File: src/rtl/pkt_verdict_pipe.sv
// Delays a 64-bit receive stream by DELAY+1 cycles while a key lookup decides per packet
// whether it is forwarded or suppressed. Counters exist only with PKT_VERDICT_STATS_EN.
module pkt_verdict_pipe #(
  parameter int unsigned KEY_SIZE = 96,
  parameter int unsigned DELAY    = 16,
  parameter logic [15:0] DNS_PORT = 16'd53
) (
  input  logic                clk156,
  input  logic                eth_rst_n,
  input  logic                s_axis_rx_tvalid,
  input  logic [63:0]         s_axis_rx_tdata,
  input  logic [7:0]          s_axis_rx_tkeep,
  input  logic                s_axis_rx_tlast,
  output logic                m_axis_tx_tvalid,
  output logic [63:0]         m_axis_tx_tdata,
  output logic [7:0]          m_axis_tx_tkeep,
  output logic                m_axis_tx_tlast,
  output logic [KEY_SIZE-1:0] in_key,
  output logic [3:0]          in_flag,
  output logic                in_valid,
  input  logic                out_valid,
  input  logic [3:0]          out_flag,
  output logic [31:0]         pkt_pass_cnt,
  output logic [31:0]         pkt_drop_cnt,
  output logic [31:0]         late_cnt,
  output logic [7:0]          debug
);

  localparam int unsigned DATA_W = 64;
  localparam int unsigned KEEP_W = 8;
  localparam int unsigned BEAT_W = 10;
  localparam int unsigned AGE_W  = 7;
  localparam int unsigned PAD_W  = KEY_SIZE - 80;
  localparam logic [BEAT_W-1:0] BEAT_MAX = 10'd1023;

  localparam logic [1:0] O_IDLE = 2'd0;
  localparam logic [1:0] O_PASS = 2'd1;
  localparam logic [1:0] O_DROP = 2'd2;

  logic [BEAT_W-1:0] r_beat_idx;
  logic [15:0]       r_ethertype;
  logic [7:0]        r_proto;
  logic [31:0]       r_src_ip;
  logic [31:0]       r_dst_ip;
  logic [15:0]       r_dst_port;
  logic              r_qualified;
  logic              r_pending;
  logic [AGE_W-1:0]  r_age;
  logic [1:0]        r_state;
  logic [1:0]        w_state_nxt;

  logic [DELAY-1:0]  r_dl_valid, r_dl_last, r_dl_sop, r_dl_drop;
  logic [DATA_W-1:0] r_dl_data [DELAY];
  logic [KEEP_W-1:0] r_dl_keep [DELAY];

  logic w_sop_in, w_lookup, w_in_time, w_drop_hit, w_late;
  logic w_l_valid, w_l_sop, w_l_last, w_l_drop, w_fwd, w_decide;
  logic w_unused_bits;

  assign w_sop_in = s_axis_rx_tvalid && (r_beat_idx == '0);
  assign w_lookup = s_axis_rx_tvalid && r_qualified && (r_beat_idx == 10'd7);

  // Beat counter and header capture, network byte order swapped to host order
  always_ff @(posedge clk156 or negedge eth_rst_n) begin
    if (!eth_rst_n) begin
      r_beat_idx  <= '0;
      r_ethertype <= '0;
      r_proto     <= '0;
      r_src_ip    <= '0;
      r_dst_ip    <= '0;
      r_dst_port  <= '0;
      r_qualified <= 1'b0;
    end else if (s_axis_rx_tvalid) begin
      if (s_axis_rx_tlast)              r_beat_idx <= '0;
      else if (r_beat_idx != BEAT_MAX)  r_beat_idx <= r_beat_idx + 10'd1;
      case (r_beat_idx)
        10'd0: r_qualified <= 1'b0;
        10'd1: r_ethertype <= {s_axis_rx_tdata[39:32], s_axis_rx_tdata[47:40]};
        10'd2: r_proto     <= s_axis_rx_tdata[63:56];
        10'd3: begin
          r_src_ip        <= {s_axis_rx_tdata[23:16], s_axis_rx_tdata[31:24],
                              s_axis_rx_tdata[39:32], s_axis_rx_tdata[47:40]};
          r_dst_ip[31:16] <= {s_axis_rx_tdata[55:48], s_axis_rx_tdata[63:56]};
        end
        10'd4: begin
          r_dst_ip[15:0] <= {s_axis_rx_tdata[7:0], s_axis_rx_tdata[15:8]};
          r_dst_port     <= {s_axis_rx_tdata[39:32], s_axis_rx_tdata[47:40]};
        end
        10'd5: r_qualified <= (r_ethertype == 16'h0800) && (r_proto == 8'h11) &&
                              (r_dst_port == DNS_PORT);
        default: ;
      endcase
    end
  end

  assign in_valid = w_lookup;
  assign in_flag  = w_lookup ? 4'b0011 : 4'b0000;
  assign in_key   = w_lookup ? {r_src_ip, r_dst_ip, r_dst_port, {PAD_W{1'b0}}} : '0;

  // The SOP of the pending packet sits in delay stage r_age
  assign w_in_time  = r_age < AGE_W'(DELAY);
  assign w_drop_hit = r_pending && out_valid && (out_flag[2:1] == 2'b10) && w_in_time;
  assign w_late     = r_pending && out_valid && !w_in_time;

  always_ff @(posedge clk156 or negedge eth_rst_n) begin
    if (!eth_rst_n) begin
      r_age     <= '0;
      r_pending <= 1'b0;
    end else begin
      if (w_sop_in)                     r_age <= '0;
      else if (r_age != {AGE_W{1'b1}})  r_age <= r_age + AGE_W'(1);
      if (w_lookup)                     r_pending <= 1'b1;
      else if (w_sop_in)                r_pending <= 1'b0;
      else if (r_pending && out_valid)  r_pending <= 1'b0;
    end
  end

  // Delay line; a drop verdict follows its SOP into the next stage
  always_ff @(posedge clk156 or negedge eth_rst_n) begin
    if (!eth_rst_n) begin
      r_dl_valid <= '0;
      r_dl_last  <= '0;
      r_dl_sop   <= '0;
      r_dl_drop  <= '0;
      for (int i = 0; i < int'(DELAY); i++) begin
        r_dl_data[i] <= '0;
        r_dl_keep[i] <= '0;
      end
    end else begin
      r_dl_valid   <= {r_dl_valid[DELAY-2:0], s_axis_rx_tvalid};
      r_dl_last    <= {r_dl_last[DELAY-2:0], s_axis_rx_tvalid & s_axis_rx_tlast};
      r_dl_sop     <= {r_dl_sop[DELAY-2:0], w_sop_in};
      r_dl_data[0] <= s_axis_rx_tvalid ? s_axis_rx_tdata : '0;
      r_dl_keep[0] <= s_axis_rx_tvalid ? s_axis_rx_tkeep : '0;
      r_dl_drop[0] <= 1'b0;
      for (int i = 1; i < int'(DELAY); i++) begin
        r_dl_data[i] <= r_dl_data[i-1];
        r_dl_keep[i] <= r_dl_keep[i-1];
        r_dl_drop[i] <= r_dl_drop[i-1] | (w_drop_hit && (r_age == AGE_W'(i-1)));
      end
    end
  end

  assign w_l_valid = r_dl_valid[DELAY-1];
  assign w_l_sop   = r_dl_sop[DELAY-1];
  assign w_l_last  = r_dl_last[DELAY-1];
  assign w_l_drop  = r_dl_drop[DELAY-1] | (w_drop_hit && (r_age == AGE_W'(DELAY-1)));

  always_ff @(posedge clk156 or negedge eth_rst_n) begin
    if (!eth_rst_n) r_state <= O_IDLE;
    else            r_state <= w_state_nxt;
  end

  // Per-packet verdict taken at the SOP beat leaving the delay line
  always_comb begin
    w_state_nxt = r_state;
    w_fwd       = 1'b0;
    w_decide    = 1'b0;
    case (r_state)
      O_IDLE: if (w_l_valid && w_l_sop) begin
        w_decide = 1'b1;
        w_fwd    = !w_l_drop;
        if (!w_l_last) w_state_nxt = w_l_drop ? O_DROP : O_PASS;
      end
      O_PASS: begin
        w_fwd = w_l_valid;
        if (w_l_valid && w_l_last) w_state_nxt = O_IDLE;
      end
      O_DROP: if (w_l_valid && w_l_last) w_state_nxt = O_IDLE;
      default: w_state_nxt = O_IDLE;
    endcase
  end

  always_ff @(posedge clk156 or negedge eth_rst_n) begin
    if (!eth_rst_n) begin
      m_axis_tx_tvalid <= 1'b0;
      m_axis_tx_tdata  <= '0;
      m_axis_tx_tkeep  <= '0;
      m_axis_tx_tlast  <= 1'b0;
    end else begin
      m_axis_tx_tvalid <= w_fwd;
      m_axis_tx_tdata  <= w_fwd ? r_dl_data[DELAY-1] : '0;
      m_axis_tx_tkeep  <= w_fwd ? r_dl_keep[DELAY-1] : '0;
      m_axis_tx_tlast  <= w_fwd & w_l_last;
    end
  end

`ifdef PKT_VERDICT_STATS_EN
  logic [31:0] r_pass_cnt, r_drop_cnt, r_late_cnt;

  always_ff @(posedge clk156 or negedge eth_rst_n) begin
    if (!eth_rst_n) begin
      r_pass_cnt <= '0;
      r_drop_cnt <= '0;
      r_late_cnt <= '0;
    end else begin
      if (w_decide && !w_l_drop) r_pass_cnt <= r_pass_cnt + 32'd1;
      if (w_decide && w_l_drop)  r_drop_cnt <= r_drop_cnt + 32'd1;
      if (w_late)                r_late_cnt <= r_late_cnt + 32'd1;
    end
  end

  assign pkt_pass_cnt = r_pass_cnt;
  assign pkt_drop_cnt = r_drop_cnt;
  assign late_cnt     = r_late_cnt;
`else
  assign pkt_pass_cnt = 32'd0;
  assign pkt_drop_cnt = 32'd0;
  assign late_cnt     = 32'd0;
`endif

  assign w_unused_bits = ^{out_flag[3], out_flag[0], w_late, w_decide};
  assign debug = {r_state, r_pending, r_qualified, r_beat_idx[3:0]};

endmodule

File: config.mk
export PLATFORM = sky130hd
export DESIGN_NAME = pkt_verdict_pipe
export DESIGN_NICKNAME = d
export VERILOG_FILES = /design/src/rtl/pkt_verdict_pipe.sv
export SDC_FILE = /design/constraint.sdc
export NUM_CORES = 1
export LEC_CHECK = 0
export BUFFER_PORTS_ARGS = -buffer_cell sky130_fd_sc_hd__buf_2
export CAP_MARGIN = 20
export CORE_UTILIZATION = 35
export DETAILED_ROUTE_END_ITERATION = 16
export PLACE_DENSITY_LB_ADDON = 0.15
export SLEW_MARGIN = 20
export SYNTH_ARGS = -nofsm -noshare
export SYNTH_HDL_FRONTEND = slang
export SYNTH_SLANG_ARGS = --single-unit
File: constraint.sdc
create_clock -name clk156 -period 2.8 [get_ports clk156]
set_clock_uncertainty 0.1 [all_clocks]
set_input_delay 0.14 -clock clk156 [delete_from_list [all_inputs] [get_ports clk156]]
set_output_delay 0.14 -clock clk156 [all_outputs]
set_load 0.01 [all_outputs]
==> out/results.tsv, run 1 <==
stage	metric	value	unit
outcome	status	complete, no violations	
route	vias_per_cell	3.942	
worst_setup_path	crit_chain	nor4b_4 > and2_4 > and4_4 > buf_12 > and2_1 > buf_2	
global_route	grt_pass1_wl	99.03	mm
worst_setup_path	timing.rr.start	r_age[0]	
power	peakVddDrop	594.8	uV
global_route	grt_usage	0.1085	
timing	tightest_slew	0.8115	ns
cts	cts_made_buffers	146	
worst_setup_path	worstSetupStartpointType	register	
worst_setup_path	crit_fanout	29	
worst_setup_path	critPathRequiredTime	2.56	ns
logic_synthesis	synth_edf_count	0	
worst_setup_path	cpPeakStageDelay	0.42	ns
route	met1_length	26.80	mm
final_layout	stdcell_area	49120	um2
floorplanning	die_h	340.9	um
worst_setup_path	slowest_stage	dfrtp_2	
route	dr_wl_met3	3.086	mm
route	drc	0	
floorplanning	start_util	0.3554	
logic_synthesis	synth_seq_cells	1414	
route	drt_iter0_markers	859	
floorplanning	ios	360	
timing	maxSlewHeadroom	0.4590	
place	dpl_cell_area	43040	um2
worst_setup_path	crit_family	simple AND/OR/NAND/NOR gates	
power	leakage	24.64	nW
logic_synthesis	synthArstFlopShare	1.000	
cts	clockBufferDepth	3	
timing	setup_viol	0	
cts	cts_tree	done	
worst_setup_path	crit_type	register to primary output	
worst_setup_path	cp.arrival	2.40	ns
place	place_hpwl	33.43	mm
worst_setup_path	path_buf_inv	2	
route	num_vias	16380	
timing	rsz0062_at_grt	false	
global_route	grt_pass1_vias	17900	
global_route	overflow	0	
place	gp_congestion	0.7360	
timing	layout_setup_ws	0.1569	ns
logic_synthesis	yosys_warnings	0	
cts	clk_latency	0.72	ns
floorplanning	coreArea	113100	um2
route	firstDrtPassIters	4	
final_layout	layout.nets	2632	
timing	fin_crit_sh	0.9440	
route	highest-signal-layer	met4	
final_layout	drive_gt1_frac	0.2456	
timing	drv_slew	0	
cts	numClockSinks	1414	
run	max-cap-violations	0	
final_layout	diodes	0	
logic_synthesis	yosysUniqueCellTypes	49	
floorplanning	core.rowCount	123	
route	wl_per_cell	14.59	um
cts	h-tree-depth	4	
route	wl	60.62	mm
floorplanning	die_w	340.9	um
cts	clk_pin_slew_worst_paths	0.06	ns
logic_synthesis	synthFlopType	dfrtp_1	
logic_synthesis	syn_area_per_cell	19.42	um2
floorplanning	fp.dieArea	116200	um2
cts	clockRootBuffer	clkbuf_16	
min_path	hold_class	input port to async pin	
final_layout	syn2layout_area_growth	22.21	%
timing	max_freq	378.3	MHz
logic_synthesis	yosysSeqAreaShare	0.8803	
global_route	antenna_found_initial	2	
global_route	grt_max_degree	155	
route	ant_nets	0	
place	pre_cts_ws	0.4205	ns
worst_setup_path	endpoint_kind	primary output	
power	powerDensity	910.9	nW/um2
timing	final_hold_viol_count	0	
route	wl_met2	28.60	mm
logic_synthesis	synth_area	40200	um2
place	port_buffers	243	
worst_setup_path	startpoint	r_beat_idx[3]	
timing	min_period	2.643	ns
logic_synthesis	syn_inst	2070	
metal layers:
layer / GRT usage / up-vias
met4: 0.05157 / 0
met1: 0.1458 / 8541
met3: 0.03047 / 143
li1: - / 7323
met5: 0 / -
met2: 0.1633 / 370
registers in the layout (all words and copies together) (netlist names), 2 cells and up:
register         cells
r_dl_sop            16
r_dl_keep          128
r_dst_port          16
r_proto              8
r_src_ip            32
r_dl_drop           15
r_age                7
r_dst_ip            32
r_dl_last           16
r_beat_idx          10
r_state              2
r_dl_data         1024
m_axis_tx_tdata     64
r_ethertype         16
m_axis_tx_tkeep      8
r_dl_valid          16
what timing repair did:
item	in CTS	in global routing
pin swaps	2	1
cloned	2	0
hold endpoints to repair	1621	0
setup endpoints to repair	83	41
resized for setup	16	2
setup buffers	6	2
hold buffers	90	0
final cells by class:
class | count | area, um2
fillers | 9901 | 63990
flip-flops and latches | 1414 | 35390
clock buffers | 214 | 4417
multi-input cells | 592 | 4114
repair buffers | 375 | 2663
well taps | 1500 | 1877
clock inverters | 48 | 619.3
inverters | 12 | 45.04
worst register-to-register path, stage by stage (launching register included):
cell           delay [ns]
dfrtp_1              0.45
ha_1                 0.33
nand3_1              0.20
o41ai_4              0.50
dlygate4sd3_1        0.67
nand2_1              0.06
o21ai_0              0.16
per-stage QoR:
stage / util / cells / TNS (ns) / hold WS [ns] / power [mW]
after floorplan: - / 2183 / 0 / -0.2556 / 24.38
after global placement: 0.3805 / 3795 / 0 / -0.04959 / 25.34
after detailed placement: 0.3805 / 3795 / 0 / -0.04369 / 25.53
after CTS: 0.4346 / 4155 / -0.06450 / 0.01266 / 45.67
after global routing: 0.4343 / 4155 / 0 / 0.05157 / 46.83
final: 0.4343 / 4155 / 0 / 0.09644 / 44.75
final timing paths:
path,endpoint,slack (ns),depth (start not counted)
min in group clk156,r_dl_data[977],0.10,3
worst min-delay path,r_beat_idx[0],0.1,3
max in group asynchronous,r_dl_data[687],1.45,3
worst max register to register,r_state[1],0.25,6
worst min register to register,r_dl_data[658],0.23,0
worst max-delay path,in_key[21],0.16,6
cell usage in the layout (no fill, tap or decap), drive strengths merged, types with 4 or more instances in the layout:
master and count:
dfrtp 1414, buf 285, and2 227, clkbuf 214, conb 114, mux2 105, dlygate4sd3 90, clkinv 25
inv 20, nand2 18, a21o 16, nor2 12, bufinv 11, ha 10, nor3 9, nor4 7
nand3 7, nand4 6, o21ai 6, and4 5, nor4b 5, a21oi 4, clkinvlp 4, nor3b 4
where the power goes:
part           switching [mW]  internal [mW]  leakage (nW)
logic                    1.22           1.03          3.92
clock network            7.58           12.0          2.49
registers               0.731           22.2          18.2
total                    9.53           35.2          24.6
kinds of logic (layout without fill, tap and decap cells):
kind of cell,Yosys count,after routing,synth area share
DFF,1414,1414,0.8803
AOI/OAI and AO/OA,45,45,0.008436
adders and majority gates,10,10,0.003113
and+or+nand+nor,313,313,0.04803
xor gates and xnor gates,3,3,0.0006538
other,1,114,0.00009329
muxes,107,107,0.02991
buffers and inverters,177,649,0.02948
cells in the mapped netlist, types with 3 or more instances:
library cell	number	area, um2
and4_1	5	43.79
buf_2	8	40.04
buf_4	122	915.9
a21o_1	16	120.1
and3_1	3	18.77
and2_1	227	1420
nor3b_2	3	37.54
nand4_1	6	37.54
nand3_1	7	35.03
nor3_1	8	40.04
mux2_2	105	1182
inv_1	12	45.04
nor2_1	12	45.04
dfrtp_1	1414	35380
o21a_1	3	22.52
a21oi_1	4	20.02
nand2_1	18	67.56
ha_1	10	125.1
nor4_1	7	43.79
nor4b_1	5	43.79
o21ai_0	5	25.02
buf_6	7	78.83
clkbuf_1	26	97.59
(Power assumes the default switching activity.)
==> inputs of run 2 (changes only) <==
- ABC_AREA: not set -> 0
- PLACE_DENSITY: not set -> 0.52
- PLACE_DENSITY_LB_ADDON: 0.15 -> not set
- clock period: 2.8 -> 2.85 ns (I/O delays scaled with it)
==> run 2 against run 1 <==
Power shrank 2.6%. Design area up 0.45%. Sequential power decreased by 2%. Critical path depth unchanged. Clock-buffer cell count fell by 15. Via count is 0.95% higher. First-iteration DRC count up 4.3%. Combinational power is essentially flat. Setup slack got worse by 0.022 ns. Wire length rose by 0.60%. Global-route usage is 0.12 points higher. Highest routed layer unchanged.
==> out/results.tsv, run 2 (synthesis results as in run 1) <==
stage	metric	value	unit
outcome	status	complete, no violations	
timing	drv_slew	0	
final_layout	diodes	0	
worst_setup_path	cpPeakStageDelay	0.45	ns
floorplanning	die_w	340.9	um
route	drc	0	
global_route	antenna_found_initial	5	
final_layout	reg_top3	r_dl_data (1024), r_dl_keep (128), m_axis_tx_tdata (64)	
worst_setup_path	r2r_end	r_state[1]	
cts	clockBufferDepth	3	
worst_setup_path	crit_fanout	29	
floorplanning	fp.dieArea	116200	um2
worst_setup_path	endpoint_kind	primary output	
timing	fin_crit_sh	0.9528	
worst_setup_path	critPathRequiredTime	2.61	ns
timing	min_period	2.715	ns
place	gp_congestion	0.7430	
timing	rsz0062_at_grt	false	
timing	maxSlewHeadroom	0.4772	
route	wl_per_cell	14.58	um
final_layout	mostFrequentLayoutCells	1410 x dfrtp_1, 241 x buf_2, 226 x and2_1	
floorplanning	die_h	340.9	um
global_route	grt_pass1_vias	18360	
power	peakVddDrop	492.9	uV
run	max-cap-violations	0	
place	port_buffers	243	
final_layout	layout.nets	2663	
worst_setup_path	timing.rr.start	r_age[0]	
cts	cts_tree	done	
global_route	overflow	0	
min_path	hold_class	input port to register	
final_layout	mostFrequentLayoutCell	dfrtp_1	
cts	clockRootBuffer	clkbuf_16	
route	vias_per_cell	3.951	
worst_setup_path	crit_family	simple AND/OR/NAND/NOR gates	
global_route	grt_pass1_wl	100.3	mm
route	ant_nets	0	
power	powerDensity	883.6	nW/um2
timing	hold_slack	0.09039	ns
floorplanning	ios	360	
worst_setup_path	worstSetupStartpointType	register	
power	leakage	24.73	nW
route	firstDrtPassIters	5	
worst_setup_path	slowest_stage	dfrtp_2	
place	place_hpwl	34.68	mm
floorplanning	core.rowCount	123	
min_path	worstHoldStart	s_axis_rx_tdata[51]	
cts	numClockSinks	1414	
cts	cts_made_buffers	145	
worst_setup_path	path_buf_inv	2	
worst_setup_path	crit_chain	nor4b_4 > and2_4 > and4_4 > buf_12 > and2_1 > buf_2	
floorplanning	coreArea	113100	um2
cts	clk_latency	0.73	ns
timing	tightest_slew	0.7842	ns
worst_setup_path	cp.arrival	2.47	ns
global_route	grt_usage	0.1097	
final_layout	syn2layout_area_growth	22.76	%
global_route	grt_max_degree	96	
final_layout	drive_gt1_frac	0.2481	
worst_setup_path	reg2reg_depth	6	
cts	clk_pin_slew_worst_paths	0.06	ns
route	wl	60.98	mm
worst_setup_path	reg2reg_slack	0.28	ns
timing	finalSetupTns	0	ns
timing	setup_viol	0	
timing	final_hold_viol_count	0	
min_path	min_delay_worst_endpoint	r_dl_data[1011]	
timing	max_freq	368.3	MHz
min_path	hold_depth	3	
worst_setup_path	crit_type	register to primary output	
final_layout	largest_register_ffs	1024	
route	num_vias	16530	
final_layout	regMostFlops	r_dl_data	
route	drt_iter0_markers	896	
floorplanning	start_util	0.3554	
cts	h-tree-depth	4	
==> run 2: changes by cell type in the layout (fill, tap and decap cells not counted), moves of 2 or more <==
| cell | change |
|---|---|
| clkbuf_8 | -9 |
| buf_12 | +4 |
| clkbuf_16 | -6 |
| inv_6 | +2 |
| buf_4 | +14 |
| clkinv_2 | -4 |
| dlygate4sd3_1 | +14 |
| clkinvlp_4 | +4 |
| inv_8 | +2 |
| clkinv_16 | +4 |
| clkinv_4 | +6 |
==> run 2: area by class of cell <==
cell class,instances,area [um2]
sequential,1414,35390
tap,1500,1877
fill,9846,63770
clock inverter,60,792.0
timing repair buffer,407,2988
inverter,12,45.04
clock buffer,199,4143
multi-input combinational,592,4111
==> run 2: worst register-to-register path, cell delays in order, from the launching register on <==
cell	delay, ns
dfrtp_1	0.45
ha_1	0.33
nand3_1	0.20
o41ai_4	0.55
dlygate4sd3_1	0.67
nand2_1	0.06
o21ai_0	0.13
==> run 2: worst max path at each step <==
stage	from	to	slack (ns)	cells after the start
after floorplan	r_beat_idx[5]	in_key[86]	0.78	7
after global placement	r_age[0]	m_axis_tx_tdata[32]	0.53	6
after detailed placement	r_beat_idx[0]	r_beat_idx[1]	0.40	5
after CTS	r_beat_idx[4]	in_key[16]	0.01	7
after global routing	r_beat_idx[4]	in_key[21]	0.003	6
final	r_beat_idx[4]	in_key[57]	0.13	6
==> run 2: report_power, final <==
group	switching, mW	internal [mW]
registers	0.735	21.8
clock network	7.61	11.2
logic	1.19	1.05
total	9.53	34.1
==> run 2: what timing repair did <==
action,in CTS,in global routing
endpoints found under the setup margin,83,37
buffers inserted,4,0
hold buffers,105,0
hold endpoints to repair,1241,0
cloned,2,0
resized for setup,16,1
pin swaps,2,3
==> run 2: metal layers <==
layer	up-vias	global-route usage	part of all wire
met5	-	0	0
met3	149	0.03248	0.056
met4	0	0.04849	0.031
met2	403	0.1701	0.48
met1	8608	0.1432	0.43
li1	7372	-	-
==> run 2: stage by stage <==
stage	utilization	std cells	instance area, um2	total power [mW]	worst slack (ns)
6_report	0.4362	4184	49340	43.60	0.1345
5_1_grt	0.4362	4184	49340	45.62	0.003386
4_1_cts	0.4367	4186	49400	44.46	0.009949
3_5_place_dp	0.3822	3816	43240	25.11	0.3962
3_3_place_gp	0.3822	3816	43240	24.90	0.5295
2_1_floorplan	-	2183	40620	23.95	0.7808
